===== src/rtl/change_dispenser_pkg.sv =====
// Shared definitions for the change dispenser: FSM state encoding, the
// coin_sel denomination encoding, coin face values and the coin count.
// No ports; imported by the interface, the stock counter and the top.
package dispenser_pkg;

  localparam int NUM_COINS = 3;
  localparam int AMT_W     = 12;

  typedef enum logic [2:0] {
    IDLE   = 3'd0,
    SELECT = 3'd1,
    EJECT  = 3'd2,
    DONE   = 3'd3,
    ERROR  = 3'd4
  } state_e;

  // Lower index means larger coin, so a scan from index 0 upward is
  // largest-first.
  typedef enum logic [1:0] {
    SEL_500  = 2'd0,
    SEL_100  = 2'd1,
    SEL_50   = 2'd2,
    SEL_NONE = 2'd3
  } coin_sel_e;

  localparam logic [AMT_W-1:0] COIN_VAL_500 = 12'd500;
  localparam logic [AMT_W-1:0] COIN_VAL_100 = 12'd100;
  localparam logic [AMT_W-1:0] COIN_VAL_50  = 12'd50;

  function automatic logic [AMT_W-1:0] coin_value(input logic [1:0] sel);
    case (sel)
      SEL_500: coin_value = COIN_VAL_500;
      SEL_100: coin_value = COIN_VAL_100;
      SEL_50:  coin_value = COIN_VAL_50;
      default: coin_value = '0;
    endcase
  endfunction

endpackage


===== src/rtl/change_dispenser_if.sv =====
// Request / coin-ejector bundle of the change dispenser.
//   start, amount, restock : request side, driven by the master
//   coin_ack               : ejector release, driven by the master
//   coin_valid, coin_sel   : coin ejection request, driven by the slave
//   remaining, busy        : progress status, driven by the slave
//   done, error            : one-cycle completion pulses, driven by the slave
//   stock_empty            : per-denomination empty flags, driven by the slave
interface change_dispenser_if;
  import dispenser_pkg::*;

  logic                 start;
  logic [AMT_W-1:0]     amount;
  logic                 restock;
  logic                 coin_ack;
  logic                 coin_valid;
  logic [1:0]           coin_sel;
  logic [AMT_W-1:0]     remaining;
  logic                 busy;
  logic                 done;
  logic                 error;
  logic [NUM_COINS-1:0] stock_empty;

  modport master (
    output start, amount, restock, coin_ack,
    input  coin_valid, coin_sel, remaining, busy, done, error, stock_empty
  );

  modport slave (
    input  start, amount, restock, coin_ack,
    output coin_valid, coin_sel, remaining, busy, done, error, stock_empty
  );

endinterface


===== src/rtl/change_dispenser_coin_stock.sv =====
// coin_stock: 4-bit coin counter for one denomination.
//   clk, rst : clock, synchronous active-high reset (reloads INIT)
//   load_i   : restock, reloads INIT
//   dec_i    : one coin dispensed
//   empty_o  : counter is zero
module coin_stock #(
  parameter logic [3:0] INIT = 4'd8
) (
  input  logic clk,
  input  logic rst,
  input  logic load_i,
  input  logic dec_i,
  output logic empty_o
);

  logic [3:0] cnt_q;

  // The zero guard is a backstop; selection never picks an empty stock.
  always_ff @(posedge clk) begin
    if (rst || load_i) begin
      cnt_q <= INIT;
    end else if (dec_i && (cnt_q != 4'd0)) begin
      cnt_q <= cnt_q - 4'd1;
    end
  end

  assign empty_o = (cnt_q == 4'd0);

endmodule


===== src/rtl/change_dispenser.sv =====
// change_dispenser: pays out an amount as 500/100/50 coins, largest coin
// first, one coin per ejector handshake, from per-denomination stocks.
//   clk, rst : clock, synchronous active-high reset
//   bus      : change_dispenser_if slave modport (request, ejector, status)
module change_dispenser
  import dispenser_pkg::*;
#(
  parameter logic [3:0] STOCK_INIT = 4'd8
) (
  input  logic                clk,
  input  logic                rst,
  change_dispenser_if.slave   bus
);

  state_e               state_q, state_d;
  logic [AMT_W-1:0]     remaining_q, remaining_d;
  logic [1:0]           sel_q, sel_d;
  logic [NUM_COINS-1:0] empty;
  logic [NUM_COINS-1:0] dec;
  logic                 load;
  logic                 found;
  logic [1:0]           pick;

  for (genvar g = 0; g < NUM_COINS; g++) begin : g_stock
    coin_stock #(.INIT(STOCK_INIT)) u_stock (
      .clk     (clk),
      .rst     (rst),
      .load_i  (load),
      .dec_i   (dec[g]),
      .empty_o (empty[g])
    );
  end

  // Scan smallest coin to largest so the last hit is the largest coin that
  // both fits the remainder and is still in stock.
  always_comb begin
    found = 1'b0;
    pick  = SEL_NONE;
    for (int i = NUM_COINS - 1; i >= 0; i--) begin
      if (!empty[i] && (coin_value(2'(i)) <= remaining_q)) begin
        found = 1'b1;
        pick  = 2'(i);
      end
    end
  end

  always_comb begin
    state_d     = state_q;
    remaining_d = remaining_q;
    sel_d       = sel_q;
    dec         = '0;
    load        = 1'b0;
    case (state_q)
      IDLE: begin
        if (bus.start) begin
          remaining_d = bus.amount;
          state_d     = (bus.amount == '0) ? DONE : SELECT;
        end else if (bus.restock) begin
          load = 1'b1;
        end
      end
      SELECT: begin
        if (found) begin
          sel_d   = pick;
          state_d = EJECT;
        end else begin
          state_d = ERROR;
        end
      end
      EJECT: begin
        // Leaving EJECT on the ack edge makes a held ack count once.
        if (bus.coin_ack) begin
          remaining_d = remaining_q - coin_value(sel_q);
          dec         = NUM_COINS'(1) << sel_q;
          state_d     = (remaining_d == '0) ? DONE : SELECT;
        end
      end
      DONE:    state_d = IDLE;
      ERROR:   state_d = IDLE;
      default: state_d = IDLE;
    endcase
  end

  always_ff @(posedge clk) begin
    if (rst) begin
      state_q     <= IDLE;
      remaining_q <= '0;
      sel_q       <= SEL_500;
    end else begin
      state_q     <= state_d;
      remaining_q <= remaining_d;
      sel_q       <= sel_d;
    end
  end

  assign bus.coin_valid  = (state_q == EJECT);
  assign bus.coin_sel    = sel_q;
  assign bus.remaining   = remaining_q;
  assign bus.busy        = (state_q != IDLE);
  assign bus.done        = (state_q == DONE);
  assign bus.error       = (state_q == ERROR);
  assign bus.stock_empty = empty;

endmodule

===== src/flat_wrapper.sv =====
// flat-port wrapper written by rule: the top's interface ports become plain ports
module change_dispenser_flat import dispenser_pkg::*;
#(
  parameter logic [3:0] STOCK_INIT = 4'd8
)
  (clk, rst, bus_start, bus_amount, bus_restock, bus_coin_ack, bus_coin_valid, bus_coin_sel, bus_remaining, bus_busy, bus_done, bus_error, bus_stock_empty);
  change_dispenser_if bus_i ();
  input  logic clk;
  input  logic rst;
  input wire logic [$bits(bus_i.start)-1:0] bus_start;
  input wire logic [$bits(bus_i.amount)-1:0] bus_amount;
  input wire logic [$bits(bus_i.restock)-1:0] bus_restock;
  input wire logic [$bits(bus_i.coin_ack)-1:0] bus_coin_ack;
  output wire logic [$bits(bus_i.coin_valid)-1:0] bus_coin_valid;
  output wire logic [$bits(bus_i.coin_sel)-1:0] bus_coin_sel;
  output wire logic [$bits(bus_i.remaining)-1:0] bus_remaining;
  output wire logic [$bits(bus_i.busy)-1:0] bus_busy;
  output wire logic [$bits(bus_i.done)-1:0] bus_done;
  output wire logic [$bits(bus_i.error)-1:0] bus_error;
  output wire logic [$bits(bus_i.stock_empty)-1:0] bus_stock_empty;
  assign bus_i.start = bus_start;
  assign bus_i.amount = bus_amount;
  assign bus_i.restock = bus_restock;
  assign bus_i.coin_ack = bus_coin_ack;
  assign bus_coin_valid = bus_i.coin_valid;
  assign bus_coin_sel = bus_i.coin_sel;
  assign bus_remaining = bus_i.remaining;
  assign bus_busy = bus_i.busy;
  assign bus_done = bus_i.done;
  assign bus_error = bus_i.error;
  assign bus_stock_empty = bus_i.stock_empty;
  change_dispenser #(.STOCK_INIT(STOCK_INIT)) u_core (.clk(clk), .rst(rst), .bus(bus_i));
endmodule

===== config.mk =====
export PLATFORM = sky130hd
export DESIGN_NAME = change_dispenser_flat
export DESIGN_NICKNAME = d
export VERILOG_FILES = /design/src/rtl/change_dispenser_pkg.sv /design/src/rtl/change_dispenser_if.sv /design/src/rtl/change_dispenser_coin_stock.sv /design/src/rtl/change_dispenser.sv /design/src/flat_wrapper.sv
export SDC_FILE = /design/constraint.sdc
export NUM_CORES = 1
export LEC_CHECK = 0
export CELL_PAD_IN_SITES_DETAIL_PLACEMENT = 0
export CELL_PAD_IN_SITES_GLOBAL_PLACEMENT = 2
export CORE_MARGIN = 3
export CORE_UTILIZATION = 32
export DETAILED_ROUTE_END_ITERATION = 10
export PLACE_DENSITY = 0.95
export SLEW_MARGIN = 5
export SYNTH_ARGS = -nofsm -noshare
export SYNTH_HDL_FRONTEND = slang
export SYNTH_HIERARCHICAL = 1
export SYNTH_SLANG_ARGS = --single-unit

===== constraint.sdc =====
create_clock -name clk -period 4 [get_ports clk]
set_input_delay 0.4 -clock clk [delete_from_list [all_inputs] [get_ports clk]]
set_output_delay 0.4 -clock clk [all_outputs]
set_load 0.03 [all_outputs]

=== Word-level counts from Yosys, hierarchy flattened ===
Cells that the tools add are included.
W data, S select, Z words.

* Bits in registers: 29
* Output and inout port bits: 21

* $add $sub $neg: 4
* Order comparisons: 3
* Equality and inequality tests: 8
* Shift-type cells: 1
* Mux-type cells: 23
* Reductions and logical operators: 25

{| class="wikitable"
|+ Operators by type and width
! cell !! number
|-
| $mux W12 || 4
|-
| $pmux W9 S3 || 1
|-
| $logic_not A12 Y1 || 2
|-
| $pmux W12 S2 || 1
|-
| $mux W3 || 5
|-
| $le A6 B12 Y1 const A || 1
|-
| $le A7 B12 Y1 const A || 1
|-
| $le A9 B12 Y1 const A || 1
|-
| $logic_not A4 Y1 || 3
|-
| $reduce_bool A4 Y1 || 3
|-
| $sub A12 B12 Y12 || 1
|-
| $sub A4 B1 Y4 const B || 3
|-
| $pmux W3 S3 || 1
|-
| $mux W2 || 4
|-
| $mux W1 || 7
|-
| $eq A3 B2 Y1 const B || 2
|-
| $logic_and A1 B1 Y1 || 6
|-
| $ne A2 B2 Y1 const B || 2
|-
| $reduce_and A2 Y1 || 2
|-
| $eq A3 B1 Y1 const B || 1
|-
| $eq A3 B3 Y1 const B || 1
|-
| $logic_not A1 Y1 || 3
|-
| $logic_not A3 Y1 || 1
|-
| $reduce_and A3 Y1 || 1
|-
| 7 further kinds || 7
|}

=== Longest topological paths before layout ===
Gate-level depths: netlist (run 1).

* Word-level depth: 9
* Depth in mapped cells: 10
* Depth with buffers taken out: 10

=== Cells and area by module ===
The synthesis (run 1) kept the hierarchy.

{| class="wikitable"
|+ By module, submodules not included
! module !! times used !! cells an instance !! area an instance (um^2) !! sequential area each (um^2)
|-
| change_dispenser || 1 || 188 || 1370.1 || 340.3
|-
| coin_stock || 3 || 25 || 210.2 || 80.1
|}

=== Worst setup path after synthesis (run 1) ===
No wires, ideal clock.

* Path kind: reg-to-reg
* From: reg u_core.sel_q[1] (netlist: u_core/bus.coin_sel[1])
* To: reg u_core.remaining_q[9] (netlist: u_core/bus.remaining[9])
* Setup time: 0.128 ns
* Arrival time: 2.265 ns
* Required time: 3.872 ns
* Setup slack: 1.608 ns
* Stages on the path, launching flop included: 11
* Buffers on the path: 0
* Clock period less this slack: 2.392 ns
* Cells stage by stage: dfxtp_1 > inv_1 > nor2_1 > ha_1 > fa_1 > nor3b_1 > o21ai_0 > o22ai_1 > a22o_1 > a22oi_1 > nor2_1

* Word-level cells in the longest chain between the ends: 7
* Elaborated cells between the ends (all ways): 9
* Those cells by class: add/sub: 1; eq/ne: 2; mux: 5; reduce/logical: 1

{| class="wikitable"
|+ Ends and longest elaborated chain
! item !! RTL line !! source
|-
| start, declared || change_dispenser.sv:17 || <nowiki>logic [1:0] sel_q, sel_d;</nowiki>
|-
| start signal, assigned || change_dispenser.sv:92 || <nowiki>sel_q <= sel_d;</nowiki>
|-
| $eq A2 B2 Y1 (tied with other cells) || change_dispenser_pkg.sv:31 || <nowiki>case (sel)</nowiki>
|-
| $pmux W9 S3 * || change_dispenser_pkg.sv:31 ||
|-
| $mux W12 * || change_dispenser.sv:72 || <nowiki>if (bus.coin_ack) begin</nowiki>
|-
| $mux W12 * || change_dispenser.sv:53 || <nowiki>case (state_q)</nowiki>
|-
| $sub A12 B12 Y12 * || change_dispenser.sv:73 || <nowiki>remaining_d = remaining_q - coin_value(sel_q);</nowiki>
|-
| $mux W12 * || change_dispenser.sv:72 ||
|-
| $pmux W12 S2 * || change_dispenser.sv:53 ||
|-
| end signal, assigned || change_dispenser.sv:91 || <nowiki>remaining_q <= remaining_d;</nowiki>
|-
| end, declared || change_dispenser.sv:16 || <nowiki>logic [AMT_W-1:0] remaining_q, remaining_d;</nowiki>
|}

Every way passes the cells marked *; elsewhere a longest branch is shown, timed or not. The select of a mux whose other input is x is not followed.
A chain may end at the register's enable or synchronous reset.

=== Worst setup path in the final report (run 1) ===
* From: reg u_core.state_q[1]
* To: reg u_core.g_stock[1].u_stock.cnt_q[3]

* Word-level cells in the longest chain between the ends: 3
* Elaborated cells between the ends (all ways): 6
* Those cells by class: eq/ne: 1; mux: 2; reduce/logical: 3

{| class="wikitable"
|+ Ends and longest elaborated chain
! item !! RTL line !! source
|-
| start, declared || change_dispenser.sv:15 || <nowiki>state_e state_q, state_d;</nowiki>
|-
| start signal, assigned || change_dispenser.sv:90 || <nowiki>state_q <= state_d;</nowiki>
|-
| $eq A3 B2 Y1 || change_dispenser.sv:53 ||
|-
| $mux W3 || change_dispenser.sv:53 ||
|-
| via u_core.dec[1] || change_dispenser.sv:19 || <nowiki>logic [NUM_COINS-1:0] dec;</nowiki>
|-
| $logic_and A1 B1 Y1 || change_dispenser_coin_stock.sv:22 || <nowiki>end else if (dec_i && (cnt_q != 4'd0)) begin</nowiki>
|-
| end signal, assigned || change_dispenser_coin_stock.sv:23 || <nowiki>cnt_q <= cnt_q - 4'd1;</nowiki>
|-
| end, declared || change_dispenser_coin_stock.sv:16 || <nowiki>logic [3:0] cnt_q;</nowiki>
|}

The timed path passes the listed nets, and every way through them passes these cells.

==> results of run 1 <==
[final cells by class]
| type | instances | area share |
|---|---|---|
| flip-flops and latches | 29 | 0.231 |
| repair buffers | 38 | 0.150 |
| multi-input cells | 201 | 0.515 |
| inverters | 23 | 0.0343 |
| clock buffers | 6 | 0.0288 |
| well taps | 75 | 0.0373 |
| clock inverters | 2 | 0.00398 |
[logic make-up (layout without fill, tap and decap cells)]
| family | count (synthesis) | after routing |
|---|---|---|
| xor gates and xnor gates | 4 | 4 |
| AOI/OAI and AO/OA | 75 | 75 |
| adders and majority gates | 12 | 12 |
| and+or+nand+nor | 109 | 109 |
| muxes | 1 | 1 |
| DFF | 29 | 29 |
| buffers and inverters | 33 | 69 |
[critical path: stages, from the launching register on]
cell and delay (ns):
dfxtp_1 0.42, or3b_1 0.70, inv_2 0.25, nand2_1 0.16, nor3b_1 0.62, nor4b_1 0.40, nand3_1 0.12, o211ai_1 0.10
[power by group through the flow]
stage	Clock, mW	Combinational [mW]	Sequential [mW]
after floorplan	0	0.169	0.361
after global placement	0	0.296	0.343
after detailed placement	0	0.294	0.343
after CTS	0.241	0.295	0.337
after global routing	0.255	0.325	0.340
final	0.236	0.296	0.337
[state kept, by name, summed over array words and instances (netlist names)]
name / flops
u_core/bus.coin_sel: 2
u_core/bus.remaining: 12
u_core/g_stock.u_stock/cnt_q: 12
u_core/state_q: 3
[placed cells by master (no fill, tap or decap), types with 2 or more instances in the layout]
master            n
clkdlybuf4s50_1  37
dfxtp_1          29
nor2_1           26
nand2_1          23
inv_1            22
a21oi_1          20
nor3_1           14
o21ai_0          13
nand3_1          12
ha_1             11
a211oi_1          6
o211ai_1          6
a31oi_1           6
clkbuf_8          5
nor3b_1           5
nor4_1            4
or2_2             3
o311ai_0          3
xnor2_1           3
nand4_1           3
or3b_4            3
a21o_1            3
a21boi_2          3
and4b_2           3
nor4b_1           3
clkinv_2          2
o31ai_1           2
a22oi_1           2
nand2b_1          2
[final timing paths]
check,from,endpoint,slack (ns)
min reg2reg,u_core/bus.remaining[0],u_core/bus.remaining[0],0.52
max reg2reg,u_core/state_q[1],u_core/g_stock[1].u_stock/cnt_q[3],1.15
min,u_core/bus.remaining[0],u_core/bus.remaining[0],0.52
max,u_core/state_q[1],u_core/g_stock[1].u_stock/cnt_q[3],1.15
[synthesized netlist by cell type, types with 2 or more instances]
master	instances	area, sq um
nand4_1	3	18.8
nor4_1	4	25.0
o211ai_1	6	45.0
o31ai_1	2	15.0
clkbuf_1	8	30.0
inv_1	22	82.6
a22oi_1	2	15.0
a21oi_1	20	100
a21boi_2	3	33.8
dfxtp_1	29	581
nor2_1	26	97.6
o21ai_0	13	65.1
or2_2	3	18.8
nand2b_1	2	12.5
nand3_1	12	60.1
ha_1	11	138
and4b_2	3	33.8
nor4b_1	3	26.3
nor3_1	14	70.1
nand2_1	23	86.3
a31oi_1	6	37.5
or3b_4	3	33.8
o311ai_0	3	26.3
nor3b_1	5	37.5
a211oi_1	6	45.0
xnor2_1	3	26.3
a21o_1	3	22.5
[metrics by stage]
step                      hold slack, ns  worst slack, ns   util  instance area (sq um)
final                              0.516             1.15  0.420                   2520
after global routing               0.526            0.795  0.420                   2520
after CTS                          0.514             1.18  0.420                   2520
after detailed placement           0.496            0.970  0.406                   2430
after global placement             0.487            0.962  0.406                   2430
after floorplan                    0.474             1.61      -                   2000
[per-layer routing]
layer	wire (um)	vias to the layer above	GRT usage
met3	323	10	0.0369
met5	0	-	0
li1	-	1035	-
met4	104	0	0.0619
met2	2680	66	0.271
met1	2680	961	0.205
==> flow_summary.rst, run 1 <==
.. list-table::
   :header-rows: 1

   * - Metric
     - Value
   * - Vias in the first global route
     - 2000
   * - Post-route clock period utilization
     - 0.712
   * - Maximum number of pins on one net before global-route repair
     - 25
   * - First-pass GRT wire length
     - 9500 um
   * - Placement Rows
     - 28
   * - Ratio of routed vias to standard cells
     - 5.54
   * - Async set-reset flop share out of synthesis
     - 0
   * - Number of synthesis warnings
     - 6
   * - Proportion of power drawn by flip-flops and latches
     - 0.388
   * - Combinational fraction of design power
     - 0.341
   * - DRC violations left
     - 0
   * - Quantity of I/O buffers inserted on ports
     - 37
   * - Number of detailed-routing iterations run before antenna repair
     - 4
   * - Required time at the endpoint of the critical path
     - 4.20 ns
   * - Final sum of negative setup slack
     - 0 ns
   * - IO Pins
     - 38
   * - CTS H-tree depth
     - 2
   * - Max-slew headroom at the worst pin
     - 0.388
   * - Num CTS Buffers
     - 5
   * - CTS tree
     - built
   * - Area taken by flip-flops and latches
     - 581 sq um
   * - Complex-gate fraction of the synthesized area
     - 0.252
   * - Internal power consumption
     - 547 uW
   * - Die outline width
     - 85.1 um
   * - Multi-input gate area
     - 0.00129 sq mm
   * - Final Wtd Congestion
     - 0.885
   * - Sequential area share after synthesis
     - 0.290
   * - Run status
     - finished, final reports clean
   * - Cell at the root of the clock tree
     - clkbuf_8
   * - Register clock-pin slew on the reported worst setup and hold paths
     - 0.06 ns
   * - Static Leakage
     - 0.935 nW
   * - Mapped Area
     - 0.00200 sq mm
   * - Area share of xor/xnor cells in the synthesized design
     - 0.0175
   * - Final cell count without fillers
     - 374
   * - FF-to-FF path depth
     - 7
   * - Number of maximum-capacitance constraint violations
     - 0
   * - Main combinational cell family by area after synthesis
     - simple AND/OR/NAND/NOR gates
   * - Fraction of synthesized area in multiplexers
     - 0.00563
   * - Worst Tran Pin Value
     - 0.918 ns
   * - Clock network fraction of design power
     - 0.271
   * - 1st-iter DRT viols
     - 111
   * - Global Route Usage Sum
     - 0.163
   * - Layout fillers
     - 626
   * - Switching portion of total power
     - 0.371
   * - Cell count after placement
     - 366
   * - Core Box Area
     - 0.00599 sq mm
   * - Layout cell share with drive strength beyond 1
     - 0.0870
   * - Clock latency on the worst-skew pair
     - 0.28 ns
   * - Number of nets in the final layout
     - 327
   * - Class of the worst hold path
     - register to register
   * - Post-DRT Antenna Nets
     - 0
   * - Count of flip-flops with a built-in enable after synthesis
     - 0
   * - Post-detailed-routing wire length
     - 5790 um
   * - Total nets after synthesis
     - 292
   * - Effective utilization at floorplan
     - 0.334
   * - Mean post-synth cell area
     - 7.61 sq um
   * - Post-CTS setup-driven buffer insertion count
     - 0
   * - Average wire length per cell after detail routing
     - 15.5 um
   * - Crit start category
     - register
   * - Die Area
     - 0.00724 sq mm
   * - Highest net fanout along the worst path
     - 24
   * - Antenna Diode Count
     - 0
   * - Post-Synthesis Cells
     - 263
   * - Count of distinct cell types in the synthesized netlist
     - 52
   * - Net switching power
     - 322 uW
   * - Via count
     - 2072
   * - Highest achievable clock rate
     - 0.351 GHz
   * - Total of endpoints with negative setup slack in the final report
     - 0
   * - Antenna violations before repair
     - 0
   * - Post-route clock skew
     - 0.00442 ns
   * - Worst hold path depth
     - 2
   * - Flip-flop and latch count after synthesis
     - 29
   * - Main flop type after synthesis
     - dfxtp_1
   * - Startpoint-to-endpoint class of the critical path
     - register to register
   * - Maximum resistive drop on vdd
     - 0.168 mV
   * - Min Tclk post-route
     - 2.85 ns
   * - Hold Violations, Final
     - 0
   * - Clock Sinks
     - 29
   * - Detailed-placement wirelength estimate
     - 4450 um
   * - Clk buf depth
     - 2
   * - WP data arrival
     - 3.05 ns
   * - CTS-repair resized insts
     - 0
   * - Synth Area in Adders
     - 0.0788
   * - Count of pins over their slew limit
     - 0
   * - Category of the worst setup path capture point
     - register
   * - Area grow syn2layout
     - 25.8%
   * - Overall Power
     - 869 uW
   * - Vertical die dimension
     - 85.1 um
   * - Simple-gate portion of the synthesized area
     - 0.293
   * - RSZ-0062 raised after global routing
     - no
   * - Power density over the cells
     - 345 mW/mm^2
   * - Global-route congestion overflow total
     - 0
   * - Cts-stage hold buffer count
     - 0
(Power assumes the default switching activity.)
==> run 2, diff against run 1 <==
CORE_UTILIZATION = 27   (was 32)
PLACE_DENSITY = 0.88   (was 0.95)
clock period = 2.4 ns   (was 4 ns; I/O delays follow)
==> flow_summary.rst, run 2 (same netlist as run 1, synthesis figures left out) <==
.. list-table::
   :header-rows: 1

   * - Metric
     - Value
   * - Run status
     - finished, final reports clean
   * - Num CTS Buffers
     - 5 (unchanged)
   * - Global Route Usage Sum
     - 0.148 (-0.0148)
   * - Worst hold path depth
     - 2 (unchanged)
   * - Maximum number of pins on one net before global-route repair
     - 23 (-8.0%)
   * - Post-CTS setup-driven buffer insertion count
     - 0 (unchanged)
   * - Effective utilization at floorplan
     - 0.287 (-0.0474)
   * - Delay of the slowest cell on the worst path
     - 0.35 ns (-0.35 ns)
   * - Via count
     - 2106 (+1.6%)
   * - Highest net fanout along the worst path
     - 8 (-67%)
   * - Count of pins over their slew limit
     - 0 (unchanged)
   * - DRC violations left
     - 0 (unchanged)
   * - Most frequent cells in the layout
     - clkdlybuf4s50_1 (34), dfxtp_1 (27), nor2_1 (26)
   * - Post-layout instance area
     - 0.00269 sq mm (+6.8%)
   * - Core Box Area
     - 0.00698 sq mm (+17%)
   * - Number of maximum-capacitance constraint violations
     - 0 (unchanged)
   * - Placement Rows
     - 30 (+7.1%)
   * - Final Wtd Congestion
     - 0.831 (-6.0%)
   * - Post-detailed-routing wire length
     - 6040 um (+4.4%)
   * - Cell count after placement
     - 402 (+9.8%)
   * - Global-route congestion overflow total
     - 0 (unchanged)
   * - CP Buf/Inv Count
     - 1 (unchanged)
   * - Clk buf depth
     - 2 (unchanged)
   * - 1st-iter DRT viols
     - 98 (-12%)
   * - Highest achievable clock rate
     - 0.436 GHz (+24%)
   * - Layout fillers
     - 739 (+18%)
   * - Kind of cell adding the most delay to the critical path
     - simple AND/OR/NAND/NOR gates
   * - Final cell count without fillers
     - 410 (+9.6%)
   * - Register clock-pin slew on the reported worst setup and hold paths
     - 0.06 ns (about the same)
   * - Ratio of routed vias to standard cells
     - 5.14 (-7.3%)
   * - Quantity of I/O buffers inserted on ports
     - 37 (unchanged)
   * - Die outline width
     - 92.1 um (+8.2%)
   * - Category of the worst setup path capture point
     - register
   * - Cell at the root of the clock tree
     - clkbuf_8
   * - Number of nets in the final layout
     - 342 (+4.6%)
   * - Antenna Diode Count
     - 0 (unchanged)
   * - CTS tree
     - built
   * - Area grow syn2layout
     - 34.3%
   * - Total of endpoints with negative setup slack in the final report
     - 0 (unchanged)
   * - Crit start category
     - register
   * - Critical-path cell with the highest stage delay
     - mux2_2
   * - Hold Violations, Final
     - 0 (unchanged)
   * - IO Pins
     - 38 (unchanged)
   * - Class of the worst hold path
     - register to register
   * - Max-slew headroom at the worst pin
     - 0.626 (+0.238)
   * - Die Area
     - 0.00848 sq mm (+17%)
   * - Placement-stage cell area
     - 0.00257 sq mm (+5.7%)
   * - FF-to-FF path depth
     - 8 (+1)
   * - Average wire length per cell after detail routing
     - 14.7 um (-4.7%)
   * - Number of cells on the critical path
     - 8 (+1)
   * - Power density over the cells
     - 551 mW/mm^2 (+60%)
   * - Startpoint-to-endpoint class of the critical path
     - register to register
   * - First-pass GRT wire length
     - 10000 um (+5.4%)
   * - Worst Tran Pin Value
     - 0.557 ns (-0.362 ns)
   * - Required time at the endpoint of the critical path
     - 2.61 ns (-1.59 ns)
   * - Antenna violations before repair
     - 0 (unchanged)
   * - Vias in the first global route
     - 2065 (+3.3%)
   * - Final sum of negative setup slack
     - 0 ns (unchanged)
   * - Clock Sinks
     - 29 (unchanged)
   * - Post-DRT Antenna Nets
     - 0 (unchanged)
   * - Min Tclk post-route
     - 2.29 ns (-0.555 ns)
   * - Leading cell type in the layout, fill and taps excluded
     - clkdlybuf4s50_1
   * - Post-route clock period utilization
     - 0.955 (+0.243)
   * - Detailed-placement wirelength estimate
     - 4700 um (+5.8%)
   * - Layout cell share with drive strength beyond 1
     - 0.140 (+0.0532)
   * - Crit path cell chain
     - buf_4, or2_2, ha_1, nor4_2, a2bb2oi_2, a21oi_1, mux2_2, a31oi_1
   * - Static Leakage
     - 1.07 nW (+14%)
   * - CTS H-tree depth
     - 2 (unchanged)
   * - Number of detailed-routing iterations run before antenna repair
     - 4 (unchanged)
   * - Post-route clock skew
     - 0.00280 ns (-0.00162 ns)
   * - Clock latency on the worst-skew pair
     - 0.28 ns (about the same)
   * - Maximum resistive drop on vdd
     - 0.248 mV (+48%)
   * - WP data arrival
     - 2.50 ns (-0.55 ns)
   * - Vertical die dimension
     - 92.1 um (+8.2%)
   * - RSZ-0062 raised after global routing
     - yes
run 2: stage by stage:
| stage | total power [mW] | hold WS, ns | worst slack [ns] | utilization |
|---|---|---|---|---|
| after floorplan | 0.883 | 0.317 | 0.00756 | - |
| after global placement | 1.10 | 0.496 | 0.0856 | 0.368 |
| after detailed placement | 1.09 | 0.498 | 0.0617 | 0.368 |
| after CTS | 1.49 | 0.514 | 0.0238 | 0.380 |
| after global routing | 1.59 | 0.553 | -0.00161 | 0.385 |
| final | 1.48 | 0.510 | 0.108 | 0.385 |
run 2: timing repair:
item                       in CTS  in global routing
gates resized for setup         0                 10
hold buffers                    0                  0
setup endpoints to repair       0                  7
run 2: path summary, 6_finish.rpt:
check                                           from                                  to  slack (ns)
setup reg to reg              u_core/bus.coin_sel[1]            u_core/bus.remaining[10]        0.11
setup / recovery              u_core/bus.coin_sel[1]            u_core/bus.remaining[10]        0.11
hold reg to reg   u_core/g_stock[2].u_stock/cnt_q[1]  u_core/g_stock[2].u_stock/cnt_q[1]        0.51
hold / removal    u_core/g_stock[2].u_stock/cnt_q[1]  u_core/g_stock[2].u_stock/cnt_q[1]        0.51
run 2: tightest hold or removal path, delay by kind of cell, from the launching register on:
kind	cells	cell delay (ns)
AOI/OAI and AO/OA	1	0.05
DFF	1	0.35
and+or+nand+nor	1	0.08
run 2: area by class of cell:
class,count,area (sq um),share of cell area
inverter,23,86.3,0.0321
multi-input combinational,201,1320,0.491
timing repair buffer,53,498,0.185
sequential,29,583,0.217
clock buffer,8,80.1,0.0298
tap,96,120,0.0447
run 2: power by group:
part | switching [mW] | total (mW) | internal [mW] | leakage (nW)
clock | 0.180 | 0.385 | 0.206 | 0.0395
combinational | 0.313 | 0.541 | 0.228 | 0.790
sequential | 0.0438 | 0.556 | 0.512 | 0.238
run 2: routing by layer:
layer	global-route usage	routed length, um	vias to the layer above
li1	-	-	1062
met1	0.189	2850	974
met2	0.246	2770	62
met3	0.0443	353	8
met4	0.0322	72	0
met5	0	0	-
